--- config.mk ---
export PLATFORM = sky130hd
export DESIGN_NAME = serial_to_parallel_rx
export DESIGN_NICKNAME = d
export VERILOG_FILES = /design/src/rtl/sipo_pkg.sv /design/src/rtl/serial_to_parallel_rx.sv
export SDC_FILE = /design/constraint.sdc
export NUM_CORES = 1
export LEC_CHECK = 0
export CORE_MARGIN = 8
export CORE_UTILIZATION = 30
export CTS_BUF_LIST = sky130_fd_sc_hd__clkbuf_8
export DETAILED_ROUTE_END_ITERATION = 8
export MAX_ROUTING_LAYER = met4
export PLACE_DENSITY = 0.51
export SLEW_MARGIN = 15
export SYNTH_ARGS = -nofsm -noshare
export SYNTH_HDL_FRONTEND = slang
export SYNTH_SLANG_ARGS = --single-unit
--- constraint.sdc ---
create_clock -name CLK -period 2.4 [get_ports CLK]
set_clock_uncertainty 0.2 [all_clocks]
set_input_delay 0.72 -clock CLK [delete_from_list [all_inputs] [get_ports CLK]]
set_output_delay 0.72 -clock CLK [all_outputs]
set_load 0.02 [all_outputs]
--- src/rtl/sipo_pkg.sv ---
// rtl/sipo_pkg.sv - shared state encoding and sizing helper for the serial-to-parallel receiver
package sipo_pkg;

  typedef enum logic [1:0] {IDLE = 2'd0, SHIFT = 2'd1, PAR = 2'd2} sipo_state_t;

  localparam int SIPO_DEFAULT_N = 8;

  // The bit counter must be able to hold N itself (parity build counts past the last data bit).
  function automatic int sipo_count_width(input int n);
    return $clog2(n + 1);
  endfunction

endpackage

--- src/rtl/serial_to_parallel_rx.sv ---
// rtl/serial_to_parallel_rx.sv - LSB-first serial-to-parallel receiver with VALID/ACK and sticky OVERRUN
// Define SIPO_PARITY_EN to expect an even-parity bit after each word and report it on PERR.
module serial_to_parallel_rx
  import sipo_pkg::*;
#(
  parameter int N = SIPO_DEFAULT_N
) (
  input  logic         CLK,
  input  logic         N_RESET,
  input  logic         SIN,
  input  logic         EN,
  input  logic         START,
  input  logic         ACK,
  output logic [N-1:0] DATAR,
  output logic         VALID,
  output logic         BUSY,
  output logic         OVERRUN,
  output logic         PERR
);

  localparam int             CW       = sipo_count_width(N);
  localparam logic [CW-1:0]  LAST_BIT = CW'(N - 1);

  sipo_state_t   r_state;
  logic [N-1:0]  r_sr;
  logic [CW-1:0] r_count;
  logic [N-1:0]  r_datar;
  logic          r_valid;
  logic          r_overrun;
  logic          r_perr;

  logic [N-1:0]  w_shifted;
  logic [N-1:0]  w_word;
  logic          w_complete;
  logic          w_perr;
  logic          w_take;

  assign w_shifted = {SIN, r_sr[N-1:1]};

`ifdef SIPO_PARITY_EN
  assign w_complete = EN && !START && (r_state == PAR);
  assign w_word     = r_sr;
  assign w_perr     = ^{r_sr, SIN};
`else
  assign w_complete = EN && !START && (r_state == SHIFT) && (r_count == LAST_BIT);
  assign w_word     = w_shifted;
  assign w_perr     = 1'b0;
`endif

  // A finished word is only accepted if the output slot is free or being acknowledged now.
  assign w_take = w_complete && (!r_valid || ACK);

  always_ff @(posedge CLK) begin
    if (!N_RESET) begin
      r_state <= IDLE;
      r_sr    <= '0;
      r_count <= '0;
    end else if (EN) begin
      if (START) begin
        r_sr    <= {SIN, {(N-1){1'b0}}};
        r_count <= CW'(1);
        r_state <= SHIFT;
      end else begin
        case (r_state)
          IDLE: begin
          end
          SHIFT: begin
            r_sr <= w_shifted;
            if (r_count == LAST_BIT) begin
`ifdef SIPO_PARITY_EN
              r_count <= r_count + CW'(1);
              r_state <= PAR;
`else
              r_count <= '0;
              r_state <= IDLE;
`endif
            end else begin
              r_count <= r_count + CW'(1);
            end
          end
          PAR: begin
            r_count <= '0;
            r_state <= IDLE;
          end
          default: begin
            r_count <= '0;
            r_state <= IDLE;
          end
        endcase
      end
    end
  end

  always_ff @(posedge CLK) begin
    if (!N_RESET) begin
      r_datar   <= '0;
      r_valid   <= 1'b0;
      r_overrun <= 1'b0;
      r_perr    <= 1'b0;
    end else if (w_take) begin
      r_datar <= w_word;
      r_valid <= 1'b1;
      r_perr  <= w_perr;
    end else if (w_complete) begin
      r_overrun <= 1'b1;
    end else if (r_valid && ACK) begin
      r_valid <= 1'b0;
    end
  end

  assign DATAR   = r_datar;
  assign VALID   = r_valid;
  assign BUSY    = (r_state != IDLE);
  assign OVERRUN = r_overrun;
  assign PERR    = r_perr;

endmodule

After elaboration in Yosys (flattened, before gate mapping)
Cells that the tools add are included.
{ "classes": {"bitwise_logic": 1, "reduce_logical": 17, "n_eq_ne": 5, "addsub": 1, "muxes": 11} }
{ "ops": {"columns": ["op", "n"], "rows": [
  ["$mux W8", 2],
  ["$mux W4", 2],
  ["$pmux W4 S2", 1],
  ["$reduce_and A2 Y1", 4],
  ["$reduce_bool A2 Y1", 3],
  ["$logic_and A1 B1 Y1", 5],
  ["$add A4 B1 Y4 const B", 1],
  ["$eq A4 B3 Y1 const B", 1],
  ["$mux W2", 2],
  ["$pmux W2 S2", 1],
  ["$mux W1", 3],
  ["$ne A3 B2 Y1 const B", 1],
  ["$reduce_and A3 Y1", 1],
  ["$eq A2 B1 Y1 const B", 1],
  ["$logic_not A1 Y1", 2],
  ["$logic_not A2 Y1", 1],
  ["$ne A2 B1 Y1 const B", 1],
  ["$ne A2 B2 Y1 const B", 1],
  ["$logic_or A1 B1 Y1", 1],
  ["$not A1 Y1", 1]
]} }
{ "word_totals": {"word_cells": 41, "reg_bits": 24, "out_inout_bits": 12, "inputBits": 6} }

Longest topological paths before layout
{ "depth": {"ltp_word": 7, "mapped_depth": 4, "mapped_depth_nobuf": 4} }

Worst setup path after synthesis
Ideal clock, no wire load.
{ "synth_timing": {"kind": "input port to flip-flop", "startpoint": "input EN", "endpoint": "register r_datar[0] (netlist: DATAR[0])", "stages": 3, "setup_ns": 0.072, "t_required_ns": 2.128, "path_buffers": 0, "arrival_time_ns": 1.580, "slack_ns": 0.548, "path_cell_list": "nand2_1 nor4_4 mux2i_1"} }
{ "synth_via": {"elab_chain_len": 4} }
{ "synth_lines": {"columns": ["item", "line", "text"], "rows": [
  ["start: declaration", "serial_to_parallel_rx.sv:11", "input logic EN,"],
  ["$logic_and A1 B1 Y1 (3 in a row)", "serial_to_parallel_rx.sv:45", "assign w_complete = EN && !START && (r_state == SHIFT) && (r_count == LAST_BIT);"],
  ["$logic_and A1 B1 Y1", "serial_to_parallel_rx.sv:51", "assign w_take = w_complete && (!r_valid || ACK);"],
  ["end signal: assignment", "serial_to_parallel_rx.sv:101", "r_datar <= w_word;"],
  ["end: declaration", "serial_to_parallel_rx.sv:27", "logic [N-1:0] r_datar;"]
]} }
Every way passes these cells.
A chain may end at the register's enable or synchronous reset.

Worst setup path in the final report
{ "layout_timing": {"startpoint": "register r_datar[0] (netlist: DATAR[0])", "endpoint": "output DATAR[0]"} }
{ "layout_lines": {"columns": ["item", "line", "text"], "rows": [
  ["end: declaration", "serial_to_parallel_rx.sv:14", "output logic [N-1:0] DATAR,"]
]} }
No word-level cell between the ends.

==> impl_metrics.toml <==
[run_status]
status = "complete, no violations"

[route]
ant_nets = 0
drt_wl_total_mm = 2.16
drtIter0Drc = 53
drc = 0
viasPerCell = 4.68
routedWlPerCell_um = 12.0
vias = 842
dr.pass1.iters = 4

[worst_setup_path]
worstPathRequired_ns = 1.48
r2r-start = "r_count[0]"
critPathArrivalTime_ns = 1.22
critPathLaunch = "DATAR[0]"
cp_top_family = "buffers and inverters"
critPathSlowestCell = "clkdlybuf4s50_1"
path_buf_inv = 1
cp_slowest_stage_delay_ns = 0.62
crit_fanout = 2
endpoint_kind = "output port"
start_kind = "register"
crit_chain = "clkdlybuf4s50_1"
critPathKind = "register to output port"

[synthesis]
yosysUniqueCellTypes = 31
synth_nets = 122
ys_ff_latch = 22
synth-main-ff-cell = "dfxtp_1"
async_flop_share = 0
netlist_instances = 115
synth.cell_area_um2 = 993
synth_enable_flop_cells = 0
syn_area_per_cell_um2 = 8.64
yosys_warnings = 0
ys_seq_area_frac = 0.443

[die]
initial_core_util = 0.305
dieWidth_um = 73.5
design.core.area_um2 = 3260
die_h_um = 73.5
io_pins = 18
row_count = 21
die_area_um2 = 5410

[global_routing]
met3_usage = 0.0191
grt.overflow.total = 0
globalRouteMet2Util = 0.144
antenna_found_initial = 0
grt_start_max_net_pins = 18
globalRoute.busiestLayer = "met2"
grt_pass1_wl_mm = 3.73
grt_use_met1 = 0.0995
grt_usage = 0.0894
first_global_vias = 854

[sta]
setup_violations = 0
rsz0062_at_grt = "false"
slew_viol_final = 0
fin_crit_sh = 0.890
finalHoldViolCount = 0
fin_setup_tns_ns = 0
hold_slack_ns = 0.260
min_period_ns = 2.14
fmax_ghz = 0.468

[pwr]
power.internal_mw = 0.538
p_sw_mw = 0.156
swShare = 0.224
p_comb_frac = 0.081
total_leakage_power_nw = 0.430
clkPwrFrac = 0.383
peakVddDrop_uv = 158
seq_power_share = 0.536
power_density_nw_per_um2 = 536

[cts]
cts_tree = "yes"
cts_sinks = 22
cts_root_buf = "clkbuf_8"
clockBufferDepth = 2
post_cts_buffers = 0
cts_made_buffers = 3
clk_latency_ns = 0.26
ctsResizeCount = 0
h-tree-depth = 1
ctsHoldBuffers = 0
path_clk_slew_ns = 0.08

[placement]
dp_cells = 176
place_area_um2 = 1240
gp_congestion = 0.765
portBuffers = 16
post-dp-hpwl_mm = 1.58

[final_layout]
fin_cells = 180
seq_area_um2 = 440
nNetsFinal = 142
final_core_util = 0.397
area_growth_pct = 30.2
fillers = 355
finish.instance_area_um2 = 1290
diodes = 0
multiInputGateArea_um2 = 512
drive_gt1_frac = 0.0896

[job]
drv_cap = 0

[worst_hold_path]
hold_path_class = "register to register"
min-delay-start = "DATAR[5]"
==> cell usage in the layout (no fill, tap or decap), types with 3 or more instances in the layout <==
cell             netlist  layout
a21o_1                 5       5
a21oi_1                7       7
buf_4                  1       5
clkbuf_8               0       4
clkdlybuf4s50_1        0      16
dfxtp_1               22      22
inv_1                  3       3
mux2i_1                9       9
nand2_1               25      25
nand2b_1               5       5
nand3_1                6       6
nor2_1                 3       3
==> metal layers <==
metal | routed length, µm | vias to the layer above
met3 | 98 | 5
met2 | 981 | 13
met1 | 1030 | 393
met4 | 52 | 0
li1 | - | 431
met5 | 0 | -
==> synth_stat cells, types with 3 or more instances <==
library cell / n / area, µm²
nand2_1: 25 / 93.8
dfxtp_1: 22 / 440
mux2i_1: 9 / 90.1
a21oi_1: 7 / 35.0
nand3_1: 6 / 30.0
a21o_1: 5 / 37.5
clkbuf_1: 5 / 18.8
nand2b_1: 5 / 31.3
inv_1: 3 / 11.3
nor2_1: 3 / 11.3
==> cell families (layout without fill, tap and decap cells) <==
kind of cell	after synthesis	after routing	synth area share
flops	22	22	0.443
other cells	1	1	0.00377
fa+ha+maj	1	1	0.0126
simple gates	48	48	0.252
compound gates	24	24	0.156
buf+inv	10	29	0.0416
mux	9	9	0.0907
==> power by group through the flow <==
stage	clock [mW]	combinational [mW]	sequential, mW
2_1_floorplan	0	0.0299	0.382
3_3_place_gp	0	0.0553	0.380
3_5_place_dp	0	0.0556	0.381
4_1_cts	0.274	0.0560	0.372
5_1_grt	0.287	0.0614	0.372
6_report	0.266	0.0559	0.372
==> through the flow <==
step                setup WS [ns]  total power [mW]
floorplan                   0.548             0.412
global placement            0.107             0.436
detailed placement         0.0890             0.436
CTS                         0.252             0.702
global route                0.213             0.721
finish                      0.264             0.694
==> sequential cells by signal, summed over array words and instances (netlist names) <==
signal / cells
r_count: 4
OVERRUN: 1
r_sr: 7
DATAR: 8
r_state: 1
VALID: 1
==> final cells by class <==
class | instances | area share
multi-input cells | 83 | 0.396
flip-flops and latches | 22 | 0.340
repair buffers | 22 | 0.168
well taps | 46 | 0.0445
clock buffers | 4 | 0.0426
inverters | 3 | 0.00870
==> path summary, 6_finish.rpt <==
check / endpoint / slack (ns) / cells past startpoint
setup / recovery: DATAR[0] / 0.26 / 1
hold / removal: DATAR[5] / 0.26 / 2
setup reg to reg: r_count[0] / 0.67 / 4
hold reg to reg: DATAR[5] / 0.26 / 2
No activity file was read; power rests on OpenSTA's default activity.
==> patch 1, RTL diff (same settings) <==
`SIPO_DEFAULT_N`: 8 -> 9.
--- a/src/rtl/sipo_pkg.sv
+++ b/src/rtl/sipo_pkg.sv
@@ -3,7 +3,7 @@
 
   typedef enum logic [1:0] {IDLE = 2'd0, SHIFT = 2'd1, PAR = 2'd2} sipo_state_t;
 
-  localparam int SIPO_DEFAULT_N = 8;
+  localparam int SIPO_DEFAULT_N = 9;
 
   // The bit counter must be able to hold N itself (parity build counts past the last data bit).
   function automatic int sipo_count_width(input int n);
Ports: changed (resized DATAR); port bits go from 18 to 19. No check against the original RTL was run, so the function may have changed too.
==> patch 1 against the original RTL <==
- register-to-register slack improved by 0.04 ns
- sequential power is 8.9% higher
- highest routed layer is now met3
- total power increased by 0.68%
- design area grew 9.2%
- sequential cell count increased by 2
- first-iteration DRC count rose by 30%
- synthesized cell count is 15% higher
- setup slack improved by 0.0017 ns
- routed wire length up 13%
- synthesized area grew 14%
- largest power group unchanged
==> patch 1: results <==
export IMPL_worstPathMaxFanout=2
export IMPL_largest_reg_flops=9
export IMPL_worstHoldEndpoint="DATAR[7]"
export IMPL_power_leakage_nw=0.467
export IMPL_wire_per_inst_um=12.3
export IMPL_htreeDepth=1
export IMPL_grt_first_pass_wirelength_um=4060
export IMPL_syn_nets=140
export IMPL_antenna_cells=0
export IMPL_p_switching_w=0.000159
export IMPL_grt_pass1_vias=837
export IMPL_grt_use_total_pct=8.14
export IMPL_hold_path_class="reg2reg"
export IMPL_ir_worst_vdd_mv=0.183
export IMPL_ys_top_cells_by_count="27 x nand2_1, 24 x dfxtp_1, 11 x a21oi_1"
export IMPL_drive_above_1_share_pct=9.27
export IMPL_worstReg2RegStart="r_count[0]"
export IMPL_placed_cells=196
export IMPL_holdWs_ns=0.257
export IMPL_nets=161
export IMPL_vias_per_cell=4.77
export IMPL_drt_iter0_drc=69
export IMPL_num_vias=950
export IMPL_synthCells=132
export IMPL_place_congestion=0.719
export IMPL_ys_seq_area_share_pct=42.4
export IMPL_grt_max_degree=22
export IMPL_min_from="DATAR[7]"
export IMPL_drt_first_pass_iters=4
export IMPL_p_comb_w=0.0000642
export IMPL_insertion_delay_ns=0.26
export IMPL_dp_hpwl_um=1800
export IMPL_reg2reg_depth=6
export IMPL_power_clock_w=0.000229
export IMPL_r2r_slack_ns=0.71
export IMPL_port_buffer_count=17
export IMPL_status="finished clean"
export IMPL_timing_rr_end="DATAR[6]"
export IMPL_synth_area_leaders="dfxtp_1 42%, nand2_1 8.9%, mux2i_1 8.8%"
export IMPL_synth_cell_types=27
export IMPL_critical_path_slowest_cell="clkdlybuf4s50_1"
export IMPL_place_area_sq_um=1370
export IMPL_power_w=0.000699
==> patch 1: per-layer routing <==
metal / share of wire (%) / vias to the layer above / GRT usage, % / routed length [um]
met4: 0 / 0 / 1.89 / 0
li1: - / 484 / - / -
met1: 52 / 450 / 10.9 / 1260
met3: 4.4 / 0 / 2.19 / 108
met2: 44 / 16 / 11.8 / 1070
met5: 0 / - / - / 0
==> patch 1: cell type report <==
cell class / count / area, sq um
inverters: 4 / 15.0
repair buffers: 25 / 230
flip-flops and latches: 24 / 480
well taps: 48 / 60.1
clock buffers: 3 / 41.3
fillers: 386 / 2250
multi-input cells: 95 / 586
==> patch 1: per-stage QoR <==
stage	util, %	worst slack [ns]
after floorplan	-	0.724
after global placement	37.5	0.0777
after detailed placement	37.5	0.0750
after CTS	38.6	0.250
after global routing	38.6	0.189
final	38.6	0.266
==> patch 1: logic make-up after synthesis <==
group / count (synthesis) / share of synthesized area (%)
adders and majority gates: 2 / 2.21
AOI/OAI and AO/OA: 26 / 14.0
other: 1 / 0.331
DFF: 24 / 42.4
xor gates and xnor gates: 1 / 0.773
and+or+nand+nor: 55 / 25.5
muxes: 10 / 8.83
buffers and inverters: 13 / 5.96
==> patch 1: how the worst max path moves through the flow <==
stage / from / slack, ns / endpoint / cells after the start
final: DATAR[2] / 0.27 / DATAR[2] / 1
after global routing: DATAR[2] / 0.19 / DATAR[2] / 1
after CTS: DATAR[2] / 0.25 / DATAR[2] / 1
after detailed placement: EN / 0.08 / DATAR[6] / 5
after global placement: EN / 0.08 / DATAR[6] / 5
after floorplan: EN / 0.72 / DATAR[0] / 4
==> patch 2, RTL diff (same settings) <==
Without the edit above. Make the reset (`N_RESET`) asynchronous in 2 clocked blocks.
--- a/src/rtl/serial_to_parallel_rx.sv
+++ b/src/rtl/serial_to_parallel_rx.sv
@@ -50,7 +50,7 @@
   // A finished word is only accepted if the output slot is free or being acknowledged now.
   assign w_take = w_complete && (!r_valid || ACK);
 
-  always_ff @(posedge CLK) begin
+  always_ff @(posedge CLK or negedge N_RESET) begin
     if (!N_RESET) begin
       r_state <= IDLE;
       r_sr    <= '0;
@@ -91,7 +91,7 @@
     end
   end
 
-  always_ff @(posedge CLK) begin
+  always_ff @(posedge CLK or negedge N_RESET) begin
     if (!N_RESET) begin
       r_datar   <= '0;
       r_valid   <= 1'b0;
Function: differs if N_RESET is asserted again (counterexample within 4 cycles, from zero or initial values and one cycle with N_RESET low); with N_RESET held inactive, the same outputs for 10 cycles.
==> patch 2 against the original RTL <==
- routed wire length decreased by 12%
- setup slack worse by 0.012 ns
- synthesized area is 0.76% higher
- sequential cell count unchanged
- highest routed layer unchanged
- critical path type unchanged
- design area is 1.5% higher
- non-clock buffer count rose by 1
Power is not compared: it rests on default switching activity, and its combinational part moved more than twofold at a synthesized area within 25%.
==> patch 2: results <==
export IMPL_status="finished clean"
export IMPL_ys_seq_area_share_pct=55.0
export IMPL_timing_rr_end="DATAR[2]"
export IMPL_dp_hpwl_um=1380
export IMPL_ys_top_cells_by_count="22 x dfrtp_1, 9 x mux2_2, 8 x inv_1"
export IMPL_reg2reg_depth=5
export IMPL_drt_iter0_drc=23
export IMPL_fillers=352
export IMPL_min_from="OVERRUN"
export IMPL_syn_nets=93
export IMPL_r2r_slack_ns=0.49
export IMPL_holdWs_ns=0.270
export IMPL_drive_above_1_share_pct=21.5
export IMPL_route_met2_wl_um=848
export IMPL_htreeDepth=1
export IMPL_synthXorXnorAreaFrac_pct=0
export IMPL_worstReg2RegStart="r_count[0]"
export IMPL_async_flop_share_pct=100
export IMPL_min_path_cells=1
export IMPL_synth_area_leaders="dfrtp_1 55%, mux2_2 10%, o2bb2ai_1 4.4%"
export IMPL_yosys_area_share_adder_pct=1.25
export IMPL_met1_length_um=882
export IMPL_nets=115
export IMPL_grt_first_pass_wirelength_um=3420
export IMPL_vias_per_cell=4.63
export IMPL_antenna_cells=0
export IMPL_place_congestion=0.657
export IMPL_wire_per_inst_um=12.5
export IMPL_grt_use_total_pct=8.32
export IMPL_ir_worst_vdd_mv=0.248
export IMPL_grt_pass1_vias=749
export IMPL_place_area_sq_um=1240
export IMPL_multi_input_area_sq_um=390
export IMPL_post_place_ws_ns=-0.0306
export IMPL_synth_compound_area_share_pct=16.8
export IMPL_worstHoldEndpoint="OVERRUN"
export IMPL_muxShareOfSynthArea_pct=10.1
export IMPL_ys_flop_type="dfrtp_1"
export IMPL_grt_max_degree=23
export IMPL_synth_cell_types=27
export IMPL_cts_made_buffers=3
export IMPL_dr_wl_met3_um=130
[patch 2: cell count changes after synthesis, sizes merged, moves of 4 or more]
cell and delta:
a21o -4, a21oi -7, dfrtp +22, dfxtp -22, inv +5, mux2 +9
mux2i -9, nand2 -22, nand2b -5, o21ai +4, o2bb2ai +5
[patch 2: cells by family (layout without fill, tap and decap cells)]
logic type,after synthesis,in the layout
other,1,1
multiplexers,9,9
AND/OR/NAND/NOR,16,16
AO/OA/AOI/OAI,23,23
buffers and inverters,14,35
flip-flops,22,22
adder cells (fa/ha/maj),1,1
[patch 2: worst max-delay path by stage]
| stage | slack [ns] | endpoint | start | cells after the start |
|---|---|---|---|---|
| floorplan | 0.32 | DATAR[7] | START | 3 |
| global placement | -0.02 | DATAR[3] | EN | 5 |
| detailed placement | -0.03 | DATAR[2] | EN | 5 |
| CTS | 0.24 | BUSY | r_state[0] | 1 |
| global route | 0.20 | BUSY | r_state[0] | 1 |
| finish | 0.25 | BUSY | r_state[0] | 1 |
[patch 2: cell type report]
class | count | area share, %
tap | 46 | 4.39
sequential | 22 | 41.9
clock buffer | 3 | 3.15
multi-input combinational | 50 | 29.7
inverter | 8 | 2.29
clock inverter | 1 | 2.29
timing repair buffer | 23 | 16.2
[patch 2: stage by stage]
step	setup TNS, ns	instances
after global placement	-0.151	149
after floorplan	0	86
final	0	153
after global routing	0	153
after detailed placement	-0.214	149
after CTS	0	153
[patch 2: power breakdown]
group | internal (W) | switching (W) | leakage, nW | total (W)
logic | 0.000148 | 0.000140 | 0.238 | 0.000289
clock network | 0.000223 | 0.000122 | 0.0357 | 0.000344
registers | 0.000435 | 0.0000462 | 0.291 | 0.000482
[patch 2: per-layer routing]
metal  vias up  track usage, %
met3         4            2.18
met1       340            9.03
met5         -               -
met4         0            5.54
met2        15            13.1
li1        349               -
